===== config.mk =====
export PLATFORM = sky130hd
export DESIGN_NAME = refill_arbiter
export DESIGN_NICKNAME = d
export VERILOG_FILES = /design/src/rtl/refill_arbiter.sv
export SDC_FILE = /design/constraint.sdc
export NUM_CORES = 1
export LEC_CHECK = 0
export ABC_AREA = 1
export BUFFER_PORTS_ARGS = -buffer_cell sky130_fd_sc_hd__buf_2
export CORE_MARGIN = 2
export CORE_UTILIZATION = 55
export DETAILED_ROUTE_END_ITERATION = 10
export PLACE_DENSITY = 0.9
export REMOVE_ABC_BUFFERS = 1
export SETUP_SLACK_MARGIN = 0.1
export SLEW_MARGIN = 15
export SYNTH_ARGS = -nofsm -noshare
export SYNTH_HDL_FRONTEND = slang
export SYNTH_SLANG_ARGS = --single-unit
export TNS_END_PERCENT = 100

===== constraint.sdc =====
create_clock -name hclk -period 5.7 [get_ports hclk]
set_clock_uncertainty 0.05 [all_clocks]
set_input_delay 0.285 -clock hclk [delete_from_list [all_inputs] [get_ports hclk]]
set_output_delay 0.285 -clock hclk [all_outputs]
set_load 0.02 [all_outputs]

===== src/rtl/refill_arbiter.sv =====
// rtl/refill_arbiter.sv - two-requester WRAP4 line-refill arbiter on one AHB-Lite master port
//
// Purpose: arbitrates between an I-cache miss path (req0) and a next-line prefetcher
// (req1), issues one critical-word-first WRAP4 read burst for the winner, assembles the
// 128-bit line and returns it on that requester's response port.
//
// Ports:
//   hclk, hrstn                  clock, asynchronous active-low reset
//   reqN_valid / reqN_addr       refill request and critical-word byte address
//   reqN_ready                   one-cycle grant pulse, address latched on that edge
//   respN_valid / respN_err      one-cycle response pulse, error qualifier
//   respN_line                   assembled line, word w at bits [32w+31:32w]
//   haddr/htrans/hburst/hsize/hwrite   AHB-Lite master address/control (read-only)
//   hrdata/hready/hresp          AHB-Lite read data, transfer done/stall, error
module refill_arbiter #(
    parameter int DATA_WIDTH = 32,
    parameter int LINE_BITS  = 128,
    parameter int PRIO_INIT  = 0
) (
    input  logic                  hclk,
    input  logic                  hrstn,
    input  logic                  req0_valid,
    input  logic [31:0]           req0_addr,
    output logic                  req0_ready,
    output logic                  resp0_valid,
    output logic                  resp0_err,
    output logic [LINE_BITS-1:0]  resp0_line,
    input  logic                  req1_valid,
    input  logic [31:0]           req1_addr,
    output logic                  req1_ready,
    output logic                  resp1_valid,
    output logic                  resp1_err,
    output logic [LINE_BITS-1:0]  resp1_line,
    output logic [31:0]           haddr,
    output logic [1:0]            htrans,
    output logic [2:0]            hburst,
    output logic [2:0]            hsize,
    output logic                  hwrite,
    input  logic [DATA_WIDTH-1:0] hrdata,
    input  logic                  hready,
    input  logic                  hresp
);

    localparam logic [1:0] HTRANS_IDLE   = 2'b00;
    localparam logic [1:0] HTRANS_NONSEQ = 2'b10;
    localparam logic [1:0] HTRANS_SEQ    = 2'b11;

    typedef enum logic [2:0] {
        S_IDLE, S_ADDR, S_BURST, S_DRAIN, S_RESP, S_ERR
    } state_t;

    state_t                state_q, state_d;
    logic [31:0]           addr_q, addr_d;
    logic                  owner_q, owner_d;
    logic                  ptr_q, ptr_d;
    logic [1:0]            beat_q, beat_d;
    logic                  err_q, err_d;
    logic [LINE_BITS-1:0]  buf_q, buf_d;
    logic [LINE_BITS-1:0]  line0_q, line0_d;
    logic [LINE_BITS-1:0]  line1_q, line1_d;

    logic       grant;
    logic       win;
    logic       data_phase;
    logic       err_first;
    logic [1:0] wrap_idx;
    logic [1:0] cap_idx;
    logic       unused_addr_bits;

    // Word offsets [1:0] are never driven on the bus.
    assign unused_addr_bits = ^{req0_addr[1:0], req1_addr[1:0]};

    // Contention goes to the pointer side; a lone requester wins regardless.
    assign win   = (req0_valid && req1_valid) ? ptr_q : req1_valid;
    // Gated by reset so no grant can leak out while the block is held in reset.
    assign grant = (state_q == S_IDLE) && (req0_valid || req1_valid) && hrstn;

    assign req0_ready = grant && !win;
    assign req1_ready = grant &&  win;

    // beat_q counts accepted addresses, so the beat whose data is on hrdata
    // now is one behind it (wraps to word A+3 in DRAIN where beat_q is 0).
    assign wrap_idx   = addr_q[3:2] + beat_q;
    assign cap_idx    = addr_q[3:2] + beat_q - 2'd1;
    assign data_phase = (state_q == S_BURST) || (state_q == S_DRAIN);
    assign err_first  = data_phase && hresp && !hready;

    // State register
    always_ff @(posedge hclk or negedge hrstn) begin
        if (!hrstn) begin
            state_q <= S_IDLE;
        end else begin
            state_q <= state_d;
        end
    end

    // Next-state logic
    always_comb begin
        state_d = state_q;
        case (state_q)
            S_IDLE:  if (grant) state_d = S_ADDR;
            S_ADDR:  if (hready) state_d = S_BURST;
            S_BURST: begin
                if (err_first) state_d = S_ERR;
                else if (hready && beat_q == 2'd3) state_d = S_DRAIN;
            end
            S_DRAIN: begin
                if (err_first) state_d = S_ERR;
                else if (hready) state_d = S_RESP;
            end
            S_ERR:   if (hready) state_d = S_RESP;
            S_RESP:  state_d = S_IDLE;
            default: state_d = S_IDLE;
        endcase
    end

    // Output logic
    always_comb begin
        htrans      = HTRANS_IDLE;
        haddr       = 32'd0;
        resp0_valid = 1'b0;
        resp1_valid = 1'b0;
        case (state_q)
            S_ADDR: begin
                htrans = HTRANS_NONSEQ;
                haddr  = addr_q;
            end
            S_BURST: begin
                htrans = HTRANS_SEQ;
                haddr  = {addr_q[31:4], wrap_idx, 2'b00};
            end
            S_RESP: begin
                resp0_valid = !owner_q;
                resp1_valid =  owner_q;
            end
            default: ;
        endcase
    end

    assign resp0_err  = resp0_valid && err_q;
    assign resp1_err  = resp1_valid && err_q;
    assign resp0_line = line0_q;
    assign resp1_line = line1_q;
    assign hburst     = 3'b010;
    assign hsize      = 3'b010;
    assign hwrite     = 1'b0;

    // Datapath next-state
    always_comb begin
        addr_d  = addr_q;
        owner_d = owner_q;
        ptr_d   = ptr_q;
        beat_d  = beat_q;
        err_d   = err_q;
        buf_d   = buf_q;
        line0_d = line0_q;
        line1_d = line1_q;
        if (grant) begin
            owner_d = win;
            ptr_d   = !win;
            addr_d  = win ? {req1_addr[31:2], 2'b00} : {req0_addr[31:2], 2'b00};
            err_d   = 1'b0;
            beat_d  = 2'd0;
        end
        if (err_first) begin
            err_d = 1'b1;
        end
        case (state_q)
            S_ADDR:  if (hready) beat_d = 2'd1;
            S_BURST: begin
                if (hready) begin
                    buf_d[cap_idx*DATA_WIDTH +: DATA_WIDTH] = hrdata;
                    beat_d = beat_q + 2'd1;
                end
            end
            S_DRAIN: begin
                if (hready) begin
                    buf_d[cap_idx*DATA_WIDTH +: DATA_WIDTH] = hrdata;
                    // Publish only the completed line so each side's output
                    // stays stable until its next response.
                    if (owner_q) line1_d = buf_d;
                    else         line0_d = buf_d;
                end
            end
            default: ;
        endcase
    end

    always_ff @(posedge hclk or negedge hrstn) begin
        if (!hrstn) begin
            addr_q  <= 32'd0;
            owner_q <= 1'b0;
            ptr_q   <= (PRIO_INIT != 0);
            beat_q  <= 2'd0;
            err_q   <= 1'b0;
            buf_q   <= '0;
            line0_q <= '0;
            line1_q <= '0;
        end else begin
            addr_q  <= addr_d;
            owner_q <= owner_d;
            ptr_q   <= ptr_d;
            beat_q  <= beat_d;
            err_q   <= err_d;
            buf_q   <= buf_d;
            line0_q <= line0_d;
            line1_q <= line1_d;
        end
    end

endmodule


==> impl_results.md, run 1 <==
- CTS buffer count: 43
- Slowest Stage Delay on Critical Path: 970 ps
- Distinct cells, synth: 28
- Post-synthesis cell area: 18500 sq um
- Comb pwr share: around 44%
- Clk slew on worst S/H paths: roughly 60 ps
- Largest net degree at the start of global routing: 193
- Detailed Route WL: 52.4 mm
- Placed Area: 20400 sq um
- Area Growth Syn to Fin: 17.8%
- H-tree Lvls: 2
- Post-synthesis sequential area ratio: a little under three fifths
- Fin area: 21800 sq um
- CP startpoint: beat_q[0]$_DFF_PN0_
- P_int: 0.00722 W
- Fmax: between 200 and 250 MHz
- Fin. max-slew vios: 0
- First-pass GRT wire length: 84.0 mm
- # IOs: 405
- Clk buf depth: 3
- Hold Path Class: input pin to flip-flop
- Nets: 2668
- Final setup fails: 0
- CP endpoint: buf_q[56]$_DFFE_PN0P_
- Via count: about 17000
- Vias/cell: 5.48
- Setup Total Neg Slack: 0 ps
- Vias in the first global route: 16400
- CP Launch Type: flip-flop
- DPL Wire Length: 32.8 mm
- Cells after synthesis: 2251
- Gpl congestion: around 0.91
- Post-CTS setup buffers: 0
- Worst r2r src: beat_q[0]$_DFF_PN0_
- TritonRoute pass-1 iters: 6
- # port buffers: 391
- Reg-to-reg endpoint: buf_q[56]$_DFFE_PN0P_
- Fillers: 2578
- FF-to-FF setup slack: roughly 1600 ps
- Core area: 33400 sq um
- Status: finished clean
- Die span in y: 188 um
- Syn_area_per_cell: 8.23 sq um
- Tmin final: between 4000 and 5000 ps
- Switching share of power: 45.2%
- Die Wd: 188 um
- DRT iter0 DRCs: 1572
- Grt ovf: 0
- Register bit total from synthesis: 422
- Critical-path top delay cell: nand3_2
- Post-cts sizing count: 0
- CTS Hold Buffers Added: 1
- Worst-Skew Late Latency: 530 ps
- CTS Root Buffer Type: clkbuf_16
- Sequential Power Share: between 30% and 40%
- Crit-path max FO: 36
- Crit Path Class: flip-flop to flip-flop
- Antenna violations before repair: 2
- Yosys Warn Count: 0
- Crit path DAT: 4480 ps
- Relative slew slack: a little over a quarter
- Clk sinks: 422
- Fraction of layout cells with a size suffix above 1: 19.2%
- Overall fraction of global-route tracks in use: between 20 and 30%
- Final hold violations: 0
- Post-route ant nets: 0
- Max cap viols: 0
- VDD IR max: 0.671 mV
- Crit path cell chain: ha_2, buf_4, inv_1, ha_2, nand3_2, o22ai_1, nand2_1, o21ai_1
- DRC: 0
- Wire per inst: 17.2 um
- Initial cell density of the core: between 50% and 60%
- Row count: between 60 and 70
- Psw: 0.00595 W
- CP Data Required Time: slightly above 6000 ps
- Worst-Margin Slew: 1100 ps
- Period utilisation layout: 71.7%
- Clk network pwr share: 21.6%
- Power Density: 603 nW/um^2
- TritonCTS clock tree: done
- Crit end category: flip-flop
- R2R depth: 8
- Crit path top cell by count: ha_2
- Die area: 35200 sq um
- Leakage: 12.2 nW
- RSZ-0062 raised after global routing: false
## per-stage QoR
| step | hold WS, ps | instances | util (%) | power (W) | setup WS [ps] |
|---|---|---|---|---|---|
| floorplan | -60.6 | 2109 | - | 0.00801 | 2050 |
| global placement | 124 | 2962 | 61.0 | 0.00998 | 1840 |
| global route | 31.5 | 3043 | 65.4 | 0.0139 | 1500 |
| finish | 22.8 | 3045 | 65.4 | 0.0132 | 1610 |
| detailed placement | 123 | 2962 | 61.0 | 0.0102 | 1750 |
| CTS | 5.46 | 3041 | 65.4 | 0.0131 | 1720 |
## registers in the layout, summed over array words and instances, names as in the netlist
register and cells:
resp1_line 128, beat_q 2, err_q 1, resp0_line 128, buf_q 128, owner_q 1
state_q 3, addr_q 30, ptr_q 1
## critical path, delay by kind of cell, from the launching register on
| family | cells | cell delay, ps |
|---|---|---|
| fa+ha+maj | 2 | 1150 |
| simple gates | 2 | 1120 |
| compound gates | 2 | 730 |
| buf+inv | 2 | 530 |
| flops | 1 | 410 |
## placed cells by master, fill, tap and decap left out, types with 3 or more instances in the layout
cell,instances
bufinv_16,3
conb_1,9
ha_2,5
nand2_2,3
inv_2,5
inv_1,170
nor2_1,37
o21ai_0,109
o22ai_1,97
clkinv_2,8
diode_2,4
nand2_1,1080
dfrtp_1,422
clkbuf_16,43
nor2_4,5
clkbuf_1,6
clkbuf_8,12
buf_2,390
o21ai_1,83
buf_4,12
nand3b_1,32
inv_6,3
a21oi_1,3
nand3_1,37
## synthesized netlist by cell type
cell,number,area share (%)
nand2_1,1082,22
dfrtp_1,422,57
inv_1,171,3.5
o21ai_0,109,2.9
o22ai_1,97,3.3
o21ai_1,83,2.2
buf_2,47,1.3
buf_4,42,1.7
nand3_1,38,1.0
nor2_1,37,0.75
clkbuf_1,35,0.71
nand3b_1,32,1.3
buf_6,15,0.91
buf_1,9,0.18
ha_1,6,0.41
inv_2,6,0.12
nor2_4,4,0.24
a21oi_1,3,0.081
conb_1,2,0.041
nand4_1,2,0.068
nor3_1,2,0.054
clkbuf_2,1,0.027
nand2_2,1,0.034
nand3_4,1,0.095
nor2_2,1,0.034
nor3b_1,1,0.041
xnor2_1,1,0.047
xor2_1,1,0.047
## worst min path at each step
stage	from	endpoint	slack, ps	depth (start not counted)
3_5_place_dp	hrstn	buf_q[108]$_DFFE_PN0P_	120	1
4_1_cts	req0_addr[26]	addr_q[26]$_DFFE_PN0P_	5	5
5_1_grt	req0_addr[26]	addr_q[26]$_DFFE_PN0P_	30	5
3_3_place_gp	hrstn	buf_q[44]$_DFFE_PN0P_	120	1
2_1_floorplan	hrstn	addr_q[10]$_DFFE_PN0P_	-60	0
6_report	req0_addr[23]	addr_q[23]$_DFFE_PN0P_	20	5
## layer usage
layer / track usage [%] / routed length (um) / vias to the layer above
li1: - / - / 7608
met1: 36.3 / 19600 / 7983
met2: 50.0 / 25700 / 915
met3: 5.48 / 4280 / 183
met4: 15.9 / 2810 / 0
met5: 0 / 0 / -
## power by group through the flow
stage          clock, W  combinational (W)  sequential (W)
6_report        0.00285            0.00583         0.00449
3_3_place_gp          0            0.00551         0.00447
2_1_floorplan         0            0.00288         0.00513
3_5_place_dp          0            0.00571         0.00452
5_1_grt         0.00301            0.00631         0.00459
4_1_cts         0.00288            0.00577         0.00448
## cell families (layout without fill, tap and decap cells)
family          after synthesis  count (layout)  synth area share, %
fa+ha+maj                     6               6                0.405
xor+xnor                      2               2               0.0945
compound gates              292             292                 8.54
buf+inv                     326             661                 8.39
flops                       422             422                 57.0
other cells                   2              13               0.0405
simple gates               1201            1201                 25.6
## layout make-up
type	instances	area (sq um)	area share, %
diodes	4	10.0	0.0459
clock buffers	61	1260	5.79
clock inverters	17	181	0.831
inverters	177	669	3.07
multi-input cells	1510	6470	29.7
flip-flops and latches	422	10600	48.4
well taps	448	561	2.57
repair buffers	406	2110	9.65
(Power assumes the default switching activity.)
==> run 2, diff against run 1 <==
clock period = 3.85 ns   (was 5.7 ns; I/O delays follow)
==> run 2 against run 1 <==
Compared with the run above:
- die area unchanged
- routed wire length increased by 6.1%
- combinational power up 54%
- worst setup slack worse by 1100 ps
- utilization up 1.7 points
- maximum frequency is 24% higher
- via count grew 3.4%
- worst hold slack better by 6.3 ps
- sequential share of layout area decreased by 1.3 points
- first-iteration DRC count fell by 9.5%
- global-route usage rose by 1.5 points
==> impl_results.md, run 2 (synthesis results as in run 1) <==
- Status: finished clean
- Area Growth Syn to Fin: 20.9%
- Row count: 67 (unchanged)
- Detailed Route WL: 55.6 mm (+6.1%)
- Most frequent cells in the layout: 1080 x nand2_1, 422 x dfrtp_1, 390 x buf_2
- Layout Cells excl Fill: 3101 (+1.8%)
- PnR worst setup slack: 553 ps (-1060 ps)
- Cell count after placement: 2971 (+0.30%)
- First-pass GRT wire length: 88.1 mm (+4.9%)
- Vias in the first global route: 17200 (+4.9%)
- DPL Wire Length: 33.5 mm (+2.0%)
- Largest net degree at the start of global routing: 145 (-25%)
- CP Data Required Time: 4260 ps (-1830 ps)
- Via count: 17300 (+3.4%)
- VDD IR max: 0.605 mV (-9.8%)
- # IOs: 405 (unchanged)
- DRC: 0 (unchanged)
- Die span in y: 188 um (unchanged)
- Fmax: 303 MHz (+24%)
- H-tree Lvls: 2 (unchanged)
- Setup Total Neg Slack: 0 ps (unchanged)
- Commonest non-fill, non-tap cell in the layout: nand2_1
- Nets: 2727 (+2.2%)
- Clk slew on worst S/H paths: 60 ps (about the same)
- Clk buf depth: 3 (unchanged)
- Power Density: 880 nW/um^2 (+46%)
- Final hold violations: 0 (unchanged)
- TritonCTS clock tree: done
- CTS buffer count: 42 (-2.3%)
- Tmin final: 3300 ps (-790 ps)
- Core area: 33400 sq um (unchanged)
- Wire per inst: 17.9 um (+4.1%)
- Die area: 35200 sq um (unchanged)
- Clk sinks: 422 (unchanged)
- Period utilisation layout: 85.6% (+14 points)
- Die Wd: 188 um (unchanged)
- Crit-path max FO: 20 (-44%)
- Overall fraction of global-route tracks in use: 31.1% (+1.5 points)
- Fin. max-slew vios: 0 (unchanged)
- TritonRoute pass-1 iters: 6 (unchanged)
- Worst-Skew Late Latency: 530 ps (about the same)
- Vias/cell: 5.56 (+1.5%)
- Max cap viols: 0 (unchanged)
- Grt ovf: 0 (unchanged)
- Crit Path Class: flip-flop to flip-flop
- Relative slew slack: 28.2% (+1.4 points)
- DRT iter0 DRCs: 1422 (-9.5%)
- Antenna violations before repair: 2 (unchanged)
- Crit end category: flip-flop
- Final setup fails: 0 (unchanged)
- Gpl congestion: 0.903 (-0.44%)
- Hold Path Class: input pin to flip-flop
- Placement Setup Slack: 629 ps (-1120 ps)
- CP Launch Type: flip-flop
- Fraction of layout cells with a size suffix above 1: 18.9% (-0.35 points)
- Leakage: 12.4 nW (+2.0%)
- CTS Root Buffer Type: clkbuf_16
- # port buffers: 391 (unchanged)
- Initial cell density of the core: 55.5% (unchanged)
- Crit path DAT: 3710 ps (-770 ps)
- RSZ-0062 raised after global routing: false
- Post-CTS setup buffers: 0 (unchanged)
- Post-route ant nets: 0 (unchanged)
- Worst-Margin Slew: 1070 ps (-23.9 ps)
[run 2: path summary, 6_finish.rpt]
check | from | to | slack, ps | depth (start not counted)
min reg2reg | resp1_line[61]$_DFFE_PN0P_ | resp1_line[61]$_DFFE_PN0P_ | 410 | 2
min in group asynchronous | hrstn | resp1_line[44]$_DFFE_PN0P_ | 170 | 2
max | beat_q[0]$_DFF_PN0_ | resp1_line[17]$_DFFE_PN0P_ | 550 | 7
max in group asynchronous | hrstn | resp0_line[56]$_DFFE_PN0P_ | 2210 | 3
max reg2reg | beat_q[0]$_DFF_PN0_ | resp1_line[17]$_DFFE_PN0P_ | 550 | 7
min | req1_addr[19] | addr_q[19]$_DFFE_PN0P_ | 30 | 5
[run 2: final cells by class]
type                            count  area, sq um
Multi-Input combinational cell   1510         6470
Sequential cell                   422        10600
Inverter                          177          669
Antenna cell                        2         5.00
Clock buffer                       65         1260
Clock inverter                     11          119
Fill cell                        2557        11000
Tap cell                          448          561
Timing Repair Buffer              466         2760
[run 2: what timing repair did]
action | 4_1_cts | 5_1_grt
hold buffers | 52 | 0
resized for setup | 0 | 0
endpoints found under the hold margin | 91 | 0
[run 2: routing by layer]
metal	GRT usage [%]	part of all wire [%]
met2	52.7	48
met1	37.9	37
met5	0	0
met3	5.52	8.6
met4	17.4	5.9
[run 2: power breakdown]
group          internal [W]  switching, W  total [W]
combinational       0.00242       0.00655    0.00896
sequential          0.00594      0.000727    0.00667
clock               0.00238       0.00169    0.00407
[run 2: stage by stage]
step	total power, W	cell area (sq um)	hold WS, ps	util (%)
after CTS	0.0196	22400	1.24	67.1
after detailed placement	0.0153	20500	124	61.4
after floorplan	0.0119	17700	-153	-
after global routing	0.0208	22400	28.7	67.1
final	0.0197	22400	29.1	67.1
after global placement	0.0149	20500	116	61.4
[run 2: worst max-delay path, stage by stage (launching register included)]
cell and delay, ps:
dfrtp_1 410, ha_2 720, ha_2 650, nand2_2 420
buf_4 360, o22ai_1 370, nand2_1 130, nand2_1 100
